===== config.mk =====
export PLATFORM = sky130hd
export DESIGN_NAME = tone_osc
export DESIGN_NICKNAME = d
export VERILOG_FILES = /design/src/rtl/tone_pkg.sv /design/src/rtl/pwm_dac.sv /design/src/rtl/tone_osc.sv
export SDC_FILE = /design/constraint.sdc
export NUM_CORES = 1
export LEC_CHECK = 0
export ABC_AREA = 1
export BUFFER_PORTS_ARGS = -buffer_cell sky130_fd_sc_hd__buf_2
export CELL_PAD_IN_SITES_DETAIL_PLACEMENT = 1
export CELL_PAD_IN_SITES_GLOBAL_PLACEMENT = 1
export CORE_ASPECT_RATIO = 0.6
export CORE_UTILIZATION = 45
export CTS_CLUSTER_DIAMETER = 50
export DETAILED_ROUTE_END_ITERATION = 7
export GPL_TIMING_DRIVEN = 1
export PLACE_DENSITY = 0.87
export SLEW_MARGIN = 20
export SYNTH_ARGS = -nofsm -noshare
export SYNTH_HDL_FRONTEND = slang
export SYNTH_SLANG_ARGS = --single-unit

===== constraint.sdc =====
create_clock -name clk -period 3.7 [get_ports clk]
set_input_delay 0.555 -clock clk [delete_from_list [all_inputs] [get_ports clk]]
set_output_delay 0.555 -clock clk [all_outputs]
set_load 0.02 [all_outputs]

===== src/rtl/tone_pkg.sv =====
// Shared tone-generation definitions: widths, mute threshold and oscillator state.
// Used by the tone lookup, the oscillator and the sequencer.
package tone_pkg;

  localparam int unsigned PERIOD_W   = 32;
  localparam int unsigned VOL_W      = 8;
  localparam int unsigned MIN_PERIOD = 2;

  typedef enum logic [1:0] {
    IDLE  = 2'd0,
    RUN   = 2'd1,
    DRAIN = 2'd2
  } osc_state_t;

endpackage


===== src/rtl/pwm_dac.sv =====
// Volume stage: a free-running counter compared against the level.
// The result is gated by the raw wave and registered onto the audio pin.
module pwm_dac #(
  parameter int unsigned VOL_W = 8
) (
  input  logic             clk,
  input  logic             rst_n,
  input  logic             en,
  input  logic [VOL_W-1:0] level,
  output logic             audio_out
);

  logic [VOL_W-1:0] pwm_cnt;

  always_ff @(posedge clk or negedge rst_n) begin
    if (!rst_n) begin
      pwm_cnt   <= '0;
      audio_out <= 1'b0;
    end else begin
      pwm_cnt   <= pwm_cnt + 1'b1;
      audio_out <= en & (pwm_cnt < level);
    end
  end

endmodule


===== src/rtl/tone_osc.sv =====
// Gated 50%-duty square-wave oscillator.
// Period changes and note-off are applied only at wave-period boundaries.
module tone_osc
  import tone_pkg::*;
(
  input  logic                clk,
  input  logic                rst_n,
  input  logic                gate,
  input  logic [PERIOD_W-1:0] period,
  input  logic [VOL_W-1:0]    volume,
  output logic                wave,
  output logic                audio_out,
  output logic                cycle_start,
  output logic                busy
);

  osc_state_t          state;
  logic [PERIOD_W-1:0] phase;
  logic [PERIOD_W-1:0] cur_period;
  logic [PERIOD_W-1:0] phase_nxt;
  logic                wrap;
  logic                period_ok;

  assign phase_nxt = phase + PERIOD_W'(1);
  assign wrap      = (phase == cur_period - PERIOD_W'(1));
  assign period_ok = (period >= PERIOD_W'(MIN_PERIOD));
  assign busy      = (state != IDLE);

  always_ff @(posedge clk or negedge rst_n) begin
    if (!rst_n) begin
      state       <= IDLE;
      phase       <= '0;
      cur_period  <= '0;
      wave        <= 1'b0;
      cycle_start <= 1'b0;
    end else begin
      cycle_start <= 1'b0;
      case (state)
        IDLE: begin
          phase <= '0;
          wave  <= 1'b0;
          if (gate && period_ok) begin
            state       <= RUN;
            cur_period  <= period;
            wave        <= 1'b1;
            cycle_start <= 1'b1;
          end
        end
        RUN, DRAIN: begin
          if (wrap) begin
            phase <= '0;
            // A new cycle starts only from RUN with the gate still held
            if (state == RUN && gate && period_ok) begin
              cur_period  <= period;
              wave        <= 1'b1;
              cycle_start <= 1'b1;
            end else begin
              state <= IDLE;
              wave  <= 1'b0;
            end
          end else begin
            phase <= phase_nxt;
            wave  <= (phase_nxt < (cur_period >> 1));
            state <= gate ? RUN : DRAIN;
          end
        end
        default: begin
          state <= IDLE;
          phase <= '0;
          wave  <= 1'b0;
        end
      endcase
    end
  end

  pwm_dac #(
    .VOL_W(VOL_W)
  ) u_pwm (
    .clk      (clk),
    .rst_n    (rst_n),
    .en       (wave),
    .level    (volume),
    .audio_out(audio_out)
  );

endmodule

Word-level counts from Yosys, hierarchy flattened --
Index checks and enable logic that the tools add are counted.
Operators by class: equality and inequality tests 7, bitwise operators 1, mux-type cells 17, reduce and logical (&&, ||, !) cells 9, add/subtract/negate cells 3, order comparisons 3
Operators by type and width (number):
- two-way mux 32 bit | 5
- one-hot mux 32 bit (2 select lines) | 1
- adder 32 x 1 -> 32 bit, second input constant | 1
- equality test 32 bit | 1
- greater-or-equal comparator 32 x 2 -> 1 bit, second input constant | 1
- < comparator 32 x 31 -> 1 bit | 1
- subtractor 32 x 1 -> 32 bit, second input constant | 1
- adder 8 x 1 -> 8 bit, second input constant | 1
- < comparator 8 bit | 1
- two-way mux 2 bit | 4
- != test 2 bit, second input constant | 3
- two-way mux 1 bit | 4
- one-hot mux 1 bit (2 select lines) | 2
- one-hot mux 2 bit (2 select lines) | 1
- AND reduction 4 bit | 1
- nonzero test 2 bit | 2
- logical AND 1 bit | 3
- != test 3 bit, second input constant | 1
- equality test 2 x 1 -> 1 bit, second input constant | 1
- equality test 2 bit, second input constant | 1
- logical NOT 2 bit | 1
- AND reduction 2 bit | 1
- OR reduction 2 bit | 1
- AND 1 bit | 1
Word-level totals: flip-flop bits (word level) 77, bits of input ports 43, word-level logic and storage cells 47, output and inout port bits 4

Longest topological paths before layout --
Gate-level depths: netlist (run 1).
depth in word-level cells 6, depth in mapped cells 24, mapped depth without buffers 24

Cells and area by module --
From an unflattened synthesis (run 1), not the netlist that was laid out.
Unflattened totals: cells, all modules 903, area, all modules 6130.9 um^2
Modules (own cells, without submodules):
- tone_osc | area each 5592.9 um^2, cells an instance 843, sequential area each 1701.6 um^2, times used 1
- pwm_dac | area each 538.0 um^2, cells an instance 60, sequential area each 225.2 um^2, times used 1

Worst setup path after synthesis (run 1) --
No wires, ideal clock.
kind register -> register, start register phase[0], end register wave, stages on the path, launching flop included 21, clock period less this slack 2.957 ns, arrival 2.892 ns, data required time 3.635 ns, path slack 0.743 ns, buffers on the path 0, setup time 0.065 ns, cell sequence dfrtp_1 ha_1 nand2_1 nor2_1 inv_1 nor2_1 nand2_1 nor3_2 nand3_1 nor2_1 nand3_1 inv_1 nand3_1 xor2_1 inv_1 ha_1 a2111oi_0 o21ai_0 a21oi_1 nand4_1 nand2_1
On the way: longest elaborated chain between the ends 4, elaborated cells between the ends (all ways) 5, classes of those cells 1 x add/sub; 1 x order compare; 1 x eq/ne; 2 x mux
RTL lines:
- start: declaration | RTL line tone_osc.sv:18 | logic [PERIOD_W-1:0] phase;
- start signal: assignment | RTL line tone_osc.sv:62 | phase <= phase_nxt;
- adder 32 x 1 -> 32 bit | RTL line tone_osc.sv:24 | assign phase_nxt = phase + PERIOD_W'(1);
- < comparator 32 x 31 -> 1 bit | RTL line tone_osc.sv:63 | wave <= (phase_nxt < (cur_period >> 1));
- two-way mux 1 bit (*) | RTL line tone_osc.sv:50 | if (wrap) begin
- one-hot mux 1 bit (2 select lines) (*) | RTL line tone_osc.sv:38 | case (state)
- end signal: assignment | RTL line tone_osc.sv:63
- end: declaration | RTL line tone_osc.sv:11 | output logic wave,
Mark *: on every way between the ends. The rest lies on a longest branch, timed or not. A chain may end at the register's enable or synchronous reset.

Worst setup path in the final report (run 1) --
Same ends and word-level chain as after synthesis.

==> results of run 1 <==
cells by family after synthesis:
group,synth area share
compound gates,0.0882
xor+xnor,0.0781
fa+ha+maj,0.0814
buf+inv,0.124
flops,0.291
simple gates,0.337
power by group:
part	internal [mW]	switching (mW)	leakage (nW)
clock network	0.474	0.449	0.145
registers	1.04	0.376	1.00
logic	0.914	1.91	2.85
total	2.43	2.73	3.99
cell usage in the layout (no fill, tap or decap), drive strengths merged, types with 3 or more instances in the layout:
| cell type | count |
|---|---|
| o21ai | 53 |
| o211ai | 3 |
| a21oi | 22 |
| ha | 43 |
| nand4 | 28 |
| nor3 | 18 |
| nand2 | 233 |
| nand3 | 52 |
| buf | 52 |
| xor2 | 45 |
| inv | 192 |
| clkbuf | 9 |
| dfrtp | 77 |
| xnor2 | 14 |
| nand3b | 6 |
| or2 | 3 |
| nor2 | 157 |
| o21bai | 5 |
timing repair:
item / CTS / global route
endpoints found under the setup margin: 0 / 1
gates resized for setup: 0 / 21
setup buffers: 0 / 2
state kept, by name (all words and copies together), names as in the netlist:
| register | flops |
|---|---|
| u_pwm.audio_out | 1 |
| phase | 32 |
| wave | 1 |
| u_pwm.pwm_cnt | 8 |
| state | 2 |
| cur_period | 32 |
| cycle_start | 1 |
worst min-delay path by stage:
stage | from | end
floorplan | rst_n | cur_period[0]
global placement | u_pwm.pwm_cnt[0] | u_pwm.pwm_cnt[0]
detailed placement | u_pwm.pwm_cnt[0] | u_pwm.pwm_cnt[0]
CTS | rst_n | cur_period[0]
global route | rst_n | cycle_start
finish | rst_n | cur_period[0]
per-stage QoR:
step | area, µm² | setup WS, ns | utilization | TNS, ns | hold WS, ns
after floorplan | 6610 | 0.743 | - | 0 | 0.259
after global placement | 7010 | 0.362 | 0.501 | 0 | 0.457
after detailed placement | 7010 | 0.0749 | 0.501 | 0 | 0.459
after CTS | 7290 | 0.00279 | 0.521 | 0 | 0.368
after global routing | 7390 | -0.00493 | 0.528 | -0.00493 | 0.411
final | 7390 | 0.265 | 0.528 | 0 | 0.330
synthesized netlist by cell type:
cell	instances
nand2_1	223
inv_1	184
nor2_1	140
dfrtp_1	77
nand3_1	49
xor2_1	45
ha_1	43
nand4_1	28
a21oi_1	21
o21ai_1	18
nor3_1	17
o21ai_0	17
o21ai_2	17
xnor2_1	14
nor2_2	11
buf_6	9
nand2_2	8
nand3b_1	6
nor2_4	6
buf_2	4
o21bai_1	4
o211ai_1	3
or2_2	3
and3_1	2
inv_2	2
nand2_4	2
nand3_2	2
nor3b_1	2
nor4_1	2
o21a_1	2
a2111oi_0	1
a211oi_1	1
a21boi_0	1
a21oi_2	1
a311oi_1	1
nand3_4	1
nor3_2	1
o21ai_4	1
o21bai_2	1
o221a_2	1
o22ai_1	1
area by class of cell:
type | instances | area share
inverter | 186 | 0.0944
timing repair buffer | 52 | 0.0393
multi-input combinational | 696 | 0.534
tap | 192 | 0.0325
sequential | 77 | 0.261
clock buffer | 9 | 0.0305
clock inverter | 7 | 0.00846
worst max-delay path, cell delays in order (launching register included):
cell and delay [ns]:
dfrtp_2 0.42, ha_1 0.19, nand2_1 0.09, nor2_1 0.12, inv_1 0.09, nor2_2 0.12
nand2_2 0.10, nor3_4 0.17, nand3_1 0.14, nor2_2 0.13, nand3_2 0.11, inv_2 0.10
nand3_1 0.12, xor2_2 0.19, inv_1 0.06, ha_1 0.34, a2111oi_4 0.38, o21ai_0 0.15
a21oi_1 0.16, nand4_1 0.11, nand2_1 0.07
metal layers:
metal  GRT usage  vias to the layer above  share of wire
met4      0.0569                        0         0.0087
met3      0.0702                       17          0.084
met5           0                        -              0
met2       0.435                      196           0.39
li1            -                     3130              -
met1       0.457                     3056           0.52
==> qor.txt, run 1 <==
Run status: finished clean
FF-to-FF Start: phase[0]
Post-route fraction of the period consumed by the critical path: 0.928
Post-detailed-routing wire length: 21700 µm
Worst rel slew slack: 0.377
R2r worst-path depth: 20
Number of port buffers: 46
Number of diodes added for antenna fixing: 0
Clock tree from TritonCTS: yes
Number of vias per cell after detailed routing: 5.25
Detail Placement HPWL: 17100 µm
CTS HTree Levels: 3
Req. time, crit path: 4.00 ns
R2R Path End: wave
Pin count of the biggest net entering global routing: 70
Number of non-filler instances in the completed layout: 1219
Critical Setup Path Class: reg2reg
Biggest area contributors in the synthesized netlist: dfrtp_1 (29%), nand2_1 (13%), inv_1 (10%), ha_1 (8.1%), nor2_1 (7.9%)
Starting Density: 0.472
Weighted congestion at the end of routability-driven global placement: 0.907
Sort of element at the end of the critical path: flip-flop
First-pass GRT wire length: 34100 µm
Post-synthesis instance area: 0.00661 mm²
Final Skew: 0.0125 ns
Library cells used by synthesis: 41
Remaining global-route overflow: 0
Per-instance average area after synthesis: 6.80 µm²
Type of the most critical hold path: in2async
Clock transition at path regs: 0.08 ns
Final Critical Period: 3.44 ns
Warnings, synthesis: 0
Fraction of synthesized cell area taken by the top area cell type: 0.291
Sequential share of the synthesized area: 0.291
Setup crit start: phase[0]
Inst Count DP: 1201
Pwr dens: 698 mW/mm²
Syn Nets: 1058
Total die area: 0.0152 mm²
Final net count: 1108
Source-to-sink clock delay at the later pin of the worst-skew pair: 0.36 ns
Sink count of the clock tree: 77
Final count of hold timing violations: 0
# IOs: 47
CP startpoint kind: flip-flop
Via count of the first global-routing pass: 6336
CTS buffer count: 9
Detailed router's first-iteration violation count: 517
Fin. max-slew vios: 0
Number of inserted filler cells in the final layout: 1904
Transition time at the pin with the least slew margin: 0.934 ns
Overall power consumption: 5.16 mW
Overall die width: 158 µm
Critical path capture point: wave
Number of detailed-route iterations in the first pass: 4
Max Fclk: 291 MHz
Sequential cell area: 0.00193 mm²
Initial antenna violation count: 0
Layout overhead on the synthesized area: 11.8%
Cell row count: 33
Total leakage power: 3.99 nW
Max Cap Violations: 0
Worst voltage drop across the vdd grid: 0.408 mV
Antenna-violating nets left: 0
Total global-route track usage: 0.303
Multi-input gate area in the final layout: 0.00395 mm²
CTS Hold Bufs: 0
Clock root buffer: clkbuf_16
Final routed wire length divided by cell count: 17.8 µm
Number of failing setup endpoints in the final timing report: 0
Dominant cell type by area after synthesis: dfrtp_1
Highest fanout seen on the critical path: 6
Die Y: 95.9 µm
Setup slack, reg-to-reg: 0.26 ns
Via total after detailed routing: 6399
Core footprint: 0.0140 mm²
Maximum clock path buffer count: 2
Fraction of final layout cells with drive strength greater than 1: 0.135
Synthesized instance count: 972
Number of flip-flops and latches in the synthesized netlist: 77
Crit path arrival time: 3.73 ns
Remaining design rule violation count: 0
Power figures use the tool's default switching activity.
==> inputs of run 2 (changes only) <==
--- a/config.mk
+++ b/config.mk
@@ -14,7 +14,7 @@
 export CTS_CLUSTER_DIAMETER = 50
 export DETAILED_ROUTE_END_ITERATION = 7
 export GPL_TIMING_DRIVEN = 1
-export PLACE_DENSITY = 0.87
+export PLACE_DENSITY = 0.93
 export SLEW_MARGIN = 20
 export SYNTH_ARGS = -nofsm -noshare
 export SYNTH_HDL_FRONTEND = slang
==> run 2 against run 1 <==
  * Flip-flop and latch count stayed put
  * Critical path type unchanged
  * Critical endpoint unchanged
  * Largest cell class unchanged
  * Routed wire length rose by 5.2%
  * Clock-buffer cell count is 1 higher
  * Die area is the same
==> qor.txt, run 2 (synthesis results as in run 1) <==
Run status: finished clean (unchanged)
Final count of hold timing violations: 0 (unchanged)
Overall die width: 158 µm (unchanged)
Via total after detailed routing: 6585 (was 6399)
Clock tree from TritonCTS: yes (unchanged)
Cell row count: 33 (unchanged)
Clock root buffer: clkbuf_16 (unchanged)
Number of inserted filler cells in the final layout: 1881 (was 1904)
Layout overhead on the synthesized area: 11.9% (was 11.8%)
Worst rel slew slack: 0.462 (was 0.377)
Clock transition at path regs: 0.08 ns (about the same)
Number of failing setup endpoints in the final timing report: 0 (unchanged)
Placed cell area: 0.00700 mm² (was 0.00701 mm²)
# IOs: 47 (unchanged)
Detailed router's first-iteration violation count: 539 (was 517)
Transition time at the pin with the least slew margin: 0.807 ns (was 0.934 ns)
Total leakage power: 3.97 nW (was 3.99 nW)
Cell area after layout: 0.00740 mm² (was 0.00739 mm²)
Most frequent cells in the layout: nand2_1 (222), inv_1 (183), nor2_1 (137), dfrtp_1 (73), nand3_1 (47) (was nand2_1 (222), inv_1 (183), nor2_1 (137), dfrtp_1 (75), nand3_1 (46))
Initial antenna violation count: 0 (unchanged)
Number of port buffers: 46 (unchanged)
Final Critical Period: 3.46 ns (was 3.44 ns)
Final routed wire length divided by cell count: 18.7 µm (was 17.8 µm)
Sink count of the clock tree: 77 (unchanged)
CTS HTree Levels: 3 (unchanged)
R2r worst-path depth: 22 (was 20)
Final Skew: 0.0137 ns (was 0.0125 ns)
Number of vias per cell after detailed routing: 5.40 (was 5.25)
Regs by FF count: cur_period x32, phase x32, u_pwm.pwm_cnt x8 (unchanged)
CP startpoint kind: flip-flop (unchanged)
Remaining design rule violation count: 0 (unchanged)
Die Y: 95.9 µm (unchanged)
Source-to-sink clock delay at the later pin of the worst-skew pair: 0.36 ns (about the same)
Crit path arrival time: 3.70 ns (was 3.73 ns)
Pwr dens: 705 mW/mm² (was 698 mW/mm²)
Maximum clock path buffer count: 2 (unchanged)
Req. time, crit path: 3.94 ns (was 4.00 ns)
Fraction of final layout cells with drive strength greater than 1: 0.138 (was 0.135)
Type of the most critical hold path: in2async (unchanged)
Critical Setup Path Class: reg2reg (unchanged)
Detail Placement HPWL: 17700 µm (was 17100 µm)
Core footprint: 0.0140 mm² (unchanged)
Max Cap Violations: 0 (unchanged)
Remaining global-route overflow: 0 (unchanged)
Max Fclk: 289 MHz (was 291 MHz)
Total die area: 0.0152 mm² (unchanged)
Fin. max-slew vios: 0 (unchanged)
Pin count of the biggest net entering global routing: 59 (was 70)
Antenna-violating nets left: 0 (unchanged)
Sort of element at the end of the critical path: flip-flop (unchanged)
First-pass GRT wire length: 36000 µm (was 34100 µm)
Post-route fraction of the period consumed by the critical path: 0.935 (was 0.928)
Weighted congestion at the end of routability-driven global placement: 0.924 (was 0.907)
Final net count: 1109 (was 1108)
Total global-route track usage: 0.319 (was 0.303)
Number of detailed-route iterations in the first pass: 5 (was 4)
Highest fanout seen on the critical path: 4 (was 6)
Starting Density: 0.472 (unchanged)
Utilization after layout: 0.529 (was 0.528)
CTS Hold Bufs: 0 (unchanged)
Overall power consumption: 5.21 mW (was 5.16 mW)
Number of diodes added for antenna fixing: 0 (unchanged)
CTS buffer count: 9 (unchanged)
Via count of the first global-routing pass: 6694 (was 6336)
Post-detailed-routing wire length: 22800 µm (was 21700 µm)
Worst voltage drop across the vdd grid: 0.381 mV (was 0.408 mV)
Final-layout worst hold slack: 0.252 ns (was 0.330 ns)
Most common library cell in the layout ignoring fill and taps: nand2_1 (unchanged)
-- run 2: cell types whose count changed in the layout (fill, tap and decap cells not counted), sizes merged --
cell / change
inv: -2
buf: +1
clkbuf: +1
clkinvlp: +1
-- run 2: cell type report --
| class | count | area, µm² | area share |
|---|---|---|---|
| Tap cell | 192 | 240 | 0.0325 |
| Multi-Input combinational cell | 696 | 3940 | 0.532 |
| Inverter | 186 | 698 | 0.0943 |
| Clock buffer | 10 | 239 | 0.0323 |
| Clock inverter | 6 | 53.8 | 0.00727 |
| Sequential cell | 77 | 1930 | 0.261 |
| Timing Repair Buffer | 53 | 298 | 0.0402 |
-- run 2: path summary, 6_finish.rpt --
| check | slack (ns) | from | endpoint |
|---|---|---|---|
| max in group asynchronous | 2.67 | rst_n | cur_period[31] |
| min in group clk | 0.45 | period[21] | cur_period[21] |
| worst max-delay path | 0.24 | phase[1] | wave |
| worst min-delay path | 0.25 | rst_n | phase[0] |
| worst min register to register | 0.48 | u_pwm.pwm_cnt[0] | u_pwm.pwm_cnt[0] |
| worst max register to register | 0.24 | phase[1] | wave |
-- run 2: per-layer routing --
metal / track usage / vias to the layer above / wire length (µm) / share of wire
met4: 0.0665 / 0 / 243 / 0.011
li1: - / 3136 / - / -
met5: 0 / - / 0 / 0
met2: 0.472 / 248 / 9290 / 0.41
met3: 0.0910 / 25 / 2060 / 0.090
met1: 0.458 / 3176 / 11200 / 0.49
-- run 2: critical path, stage by stage (launching register included) --
cell and delay [ns]:
dfrtp_1 0.42, ha_2 0.21, nand2_1 0.06, nor2_1 0.10, inv_1 0.09, nor2_2 0.13, inv_1 0.07, nor3_1 0.20
inv_1 0.11, nor3_1 0.16, nand3_1 0.14, nor2_1 0.13, nand2_1 0.09, xor2_2 0.19, inv_1 0.07, ha_1 0.32
nand4_1 0.12, nor3b_2 0.29, nand2_1 0.09, a21oi_1 0.12, nand2_1 0.07, nand4_1 0.09, nand2_1 0.06
-- run 2: timing repair --
| item | 4_1_cts | 5_1_grt |
|---|---|---|
| gates resized for setup | 0 | 21 |
| buffers inserted | 0 | 4 |
| endpoints found under the setup margin | 0 | 1 |
| endpoints found under the hold margin | 0 | 0 |
-- run 2: metrics by stage --
| step | worst slack, ns | setup TNS [ns] | std cells |
|---|---|---|---|
| after floorplan | 0.743 | 0 | 972 |
| after global placement | 0.324 | 0 | 1200 |
| after detailed placement | 0.131 | 0 | 1200 |
| after CTS | 0.0476 | 0 | 1216 |
| after global routing | -0.0207 | -0.0207 | 1220 |
| final | 0.239 | 0 | 1220 |
-- run 2: report_power, final --
group | internal [mW] | switching [mW] | total (mW)
combinational | 0.923 | 1.94 | 2.86
sequential | 1.04 | 0.384 | 1.43
clock | 0.488 | 0.436 | 0.923
total | 2.45 | 2.76 | 5.21
==> inputs of run 3 (changes only) <==
--- a/config.mk
+++ b/config.mk
@@ -7,14 +7,15 @@
 export LEC_CHECK = 0
 export ABC_AREA = 1
 export BUFFER_PORTS_ARGS = -buffer_cell sky130_fd_sc_hd__buf_2
+export CAP_MARGIN = 20
 export CELL_PAD_IN_SITES_DETAIL_PLACEMENT = 1
 export CELL_PAD_IN_SITES_GLOBAL_PLACEMENT = 1
 export CORE_ASPECT_RATIO = 0.6
-export CORE_UTILIZATION = 45
-export CTS_CLUSTER_DIAMETER = 50
+export CORE_UTILIZATION = 40
+export CTS_CLUSTER_DIAMETER = 100
 export DETAILED_ROUTE_END_ITERATION = 7
 export GPL_TIMING_DRIVEN = 1
-export PLACE_DENSITY = 0.93
+export PLACE_DENSITY = 0.88
 export SLEW_MARGIN = 20
 export SYNTH_ARGS = -nofsm -noshare
 export SYNTH_HDL_FRONTEND = slang
==> constraint.sdc (replaced) <==
create_clock -name clk -period 3.1 [get_ports clk]
set_input_delay 0.465 -clock clk [delete_from_list [all_inputs] [get_ports clk]]
set_output_delay 0.465 -clock clk [all_outputs]
set_load 0.02 [all_outputs]
==> run 3 against run 2 <==
  * The flow now finishes with violations (setup timing)
  * Sequential power increased by 17%
  * Combinational power grew 25%
  * Clock power grew 24%
  * Clock skew about the same
==> qor.txt, run 3 (synthesis results as in run 1) <==
Run status: finished, violations left (was finished clean)
Violations in the final reports: setup timing
R2R Path End: wave (unchanged)
Number of non-filler instances in the completed layout: 1279 (was 1220)
Final routed wire length divided by cell count: 19.3 µm (was 18.7 µm)
CTS HTree Levels: 3 (unchanged)
Remaining design rule violation count: 0 (unchanged)
Final net count: 1158 (was 1109)
Sort of element at the end of the critical path: flip-flop (unchanged)
Sequential cell area: 0.00193 mm² (about the same)
Critical Setup Path Class: reg2reg (unchanged)
Overall power consumption: 6.38 mW (was 5.21 mW)
Inst Count DP: 1241 (was 1200)
Maximum clock path buffer count: 2 (unchanged)
# IOs: 47 (unchanged)
Total die area: 0.0171 mm² (was 0.0152 mm²)
Clock root buffer: clkbuf_16 (unchanged)
Max Cap Violations: 0 (unchanged)
Pwr dens: 805 mW/mm² (was 705 mW/mm²)
Utilization after layout: 0.503 (was 0.529)
Post-detailed-routing wire length: 24700 µm (was 22800 µm)
Number of vias per cell after detailed routing: 5.36 (was 5.40)
Antenna-violating nets left: 0 (unchanged)
Via total after detailed routing: 6852 (was 6585)
Number of buffer and inverter instances along the worst setup path: 4 (unchanged)
Crit path top cell by count: nand2_1 (unchanged)
Layout overhead on the synthesized area: 19.9% (was 11.9%)
Number of port buffers: 46 (unchanged)
Sink count of the clock tree: 77 (unchanged)
Slowest cell on crit path: dfrtp_1 (unchanged)
Source-to-sink clock delay at the later pin of the worst-skew pair: 0.36 ns (about the same)
Clock tree from TritonCTS: yes (unchanged)
Multi-input gate area in the final layout: 0.00408 mm² (was 0.00394 mm²)
First-pass GRT wire length: 38300 µm (was 36000 µm)
Via count of the first global-routing pass: 6835 (was 6694)
Number of inserted filler cells in the final layout: 2048 (was 1881)
Most frequent cells in the layout: nand2_1 (220), inv_1 (180), nor2_1 (132), dfrtp_1 (77), buf_4 (54) (was nand2_1 (222), inv_1 (183), nor2_1 (137), dfrtp_1 (73), nand3_1 (47))
Detail Placement HPWL: 18500 µm (was 17700 µm)
Number of detailed-route iterations in the first pass: 5 (unchanged)
Detailed router's first-iteration violation count: 566 (was 539)
Setup slack, reg-to-reg: -0.29 ns (was 0.24 ns)
Number of failing setup endpoints in the final timing report: 1 (was 0)
Weighted congestion at the end of routability-driven global placement: 0.922 (was 0.924)
Critical path's largest stage delay: 0.36 ns (was 0.42 ns)
Starting Density: 0.419 (was 0.472)
RSZ-0062 raised after global routing: true
Most common library cell in the layout ignoring fill and taps: nand2_1 (unchanged)
Pre-CTS setup slack: -0.302 ns (was 0.131 ns)
Type of the most critical hold path: in2async (unchanged)
Req. time, crit path: 3.35 ns (was 3.94 ns)
Regs by FF count: cur_period x32, phase x32, u_pwm.pwm_cnt x8 (unchanged)
Transition time at the pin with the least slew margin: 0.589 ns (was 0.807 ns)
Crit path arrival time: 3.64 ns (was 3.70 ns)
Clock transition at path regs: 0.07 ns (was 0.08 ns)
R2r worst-path depth: 25 (was 22)
Remaining global-route overflow: 0 (unchanged)
Overall die width: 168 µm (was 158 µm)
Final count of hold timing violations: 0 (unchanged)
Total global-route track usage: 0.297 (was 0.319)
CP top delay family: simple AND/OR/NAND/NOR gates (unchanged)
Cell depth of the worst setup path: 25 (was 22)
Total leakage power: 4.23 nW (was 3.97 nW)
Worst voltage drop across the vdd grid: 0.331 mV (was 0.381 mV)
Cell row count: 35 (was 33)
Initial antenna violation count: 0 (unchanged)
Number of diodes added for antenna fixing: 0 (unchanged)
CTS buffer count: 9 (unchanged)
Highest fanout seen on the critical path: 4 (unchanged)
Final Critical Period: 3.39 ns (was 3.46 ns)
Core footprint: 0.0158 mm² (was 0.0140 mm²)
Fin. max-slew vios: 0 (unchanged)
Max Fclk: 295 MHz (was 289 MHz)
Total negative slack: -0.292 ns (was 0 ns)
Final Skew: 0.0138 ns (was 0.0137 ns)
Worst rel slew slack: 0.604 (was 0.462)
Fraction of final layout cells with drive strength greater than 1: 0.194 (was 0.138)
CP startpoint kind: flip-flop (unchanged)
FF-to-FF Start: phase[0] (was phase[1])
Die Y: 102 µm (was 95.9 µm)
Final Worst Setup Slack: -0.292 ns (was 0.239 ns)
Pin count of the biggest net entering global routing: 43 (was 59)
Post-route fraction of the period consumed by the critical path: 1.09 (was 0.935)
run 3: cell count changes in the layout (fill, tap and decap cells not counted), sizes merged:
cell | before | now
buf | 53 | 102
inv | 190 | 188
bufinv | 0 | 1
clkbuf | 10 | 9
clkinvlp | 1 | 2
run 3: final cells by class:
class | instances | area share
Sequential cell | 77 | 0.243
Timing Repair Buffer | 102 | 0.0849
Multi-Input combinational cell | 696 | 0.514
Clock buffer | 9 | 0.0284
Clock inverter | 6 | 0.00900
Tap cell | 203 | 0.0320
Inverter | 186 | 0.0881
run 3: metrics by stage:
step | cell area [µm²] | hold slack, ns
after CTS | 7780 | 0.0463
after global routing | 7930 | 0.0614
after global placement | 7240 | 0.407
after detailed placement | 7240 | 0.421
after floorplan | 6610 | 0.169
final | 7930 | 0.0357
run 3: what timing repair did:
| action | in CTS | in global routing |
|---|---|---|
| setup endpoints to repair | 1 | 23 |
| pin swaps | 17 | 10 |
| resized for setup | 34 | 17 |
| setup buffers | 16 | 7 |
| cloned | 0 | 0 |
| hold buffers | 0 | 0 |
run 3: per-layer routing:
layer / share of wire / global-route usage
met1: 0.50 / 0.442
met2: 0.41 / 0.447
met3: 0.074 / 0.0496
met4: 0.013 / 0.0685
met5: 0 / 0
run 3: power by group:
part | switching (mW) | internal [mW] | total [mW]
combinational | 2.39 | 1.17 | 3.57
clock | 0.513 | 0.628 | 1.14
sequential | 0.428 | 1.24 | 1.67
total | 3.34 | 3.05 | 6.38
run 3: worst max-delay path by stage:
stage / start / slack, ns / endpoint
after floorplan: phase[0] / 0.14 / wave
after global placement: phase[1] / -0.0008 / wave
after detailed placement: phase[1] / -0.30 / wave
after CTS: phase[1] / -0.13 / wave
after global routing: phase[0] / -0.41 / wave
final: phase[0] / -0.29 / wave
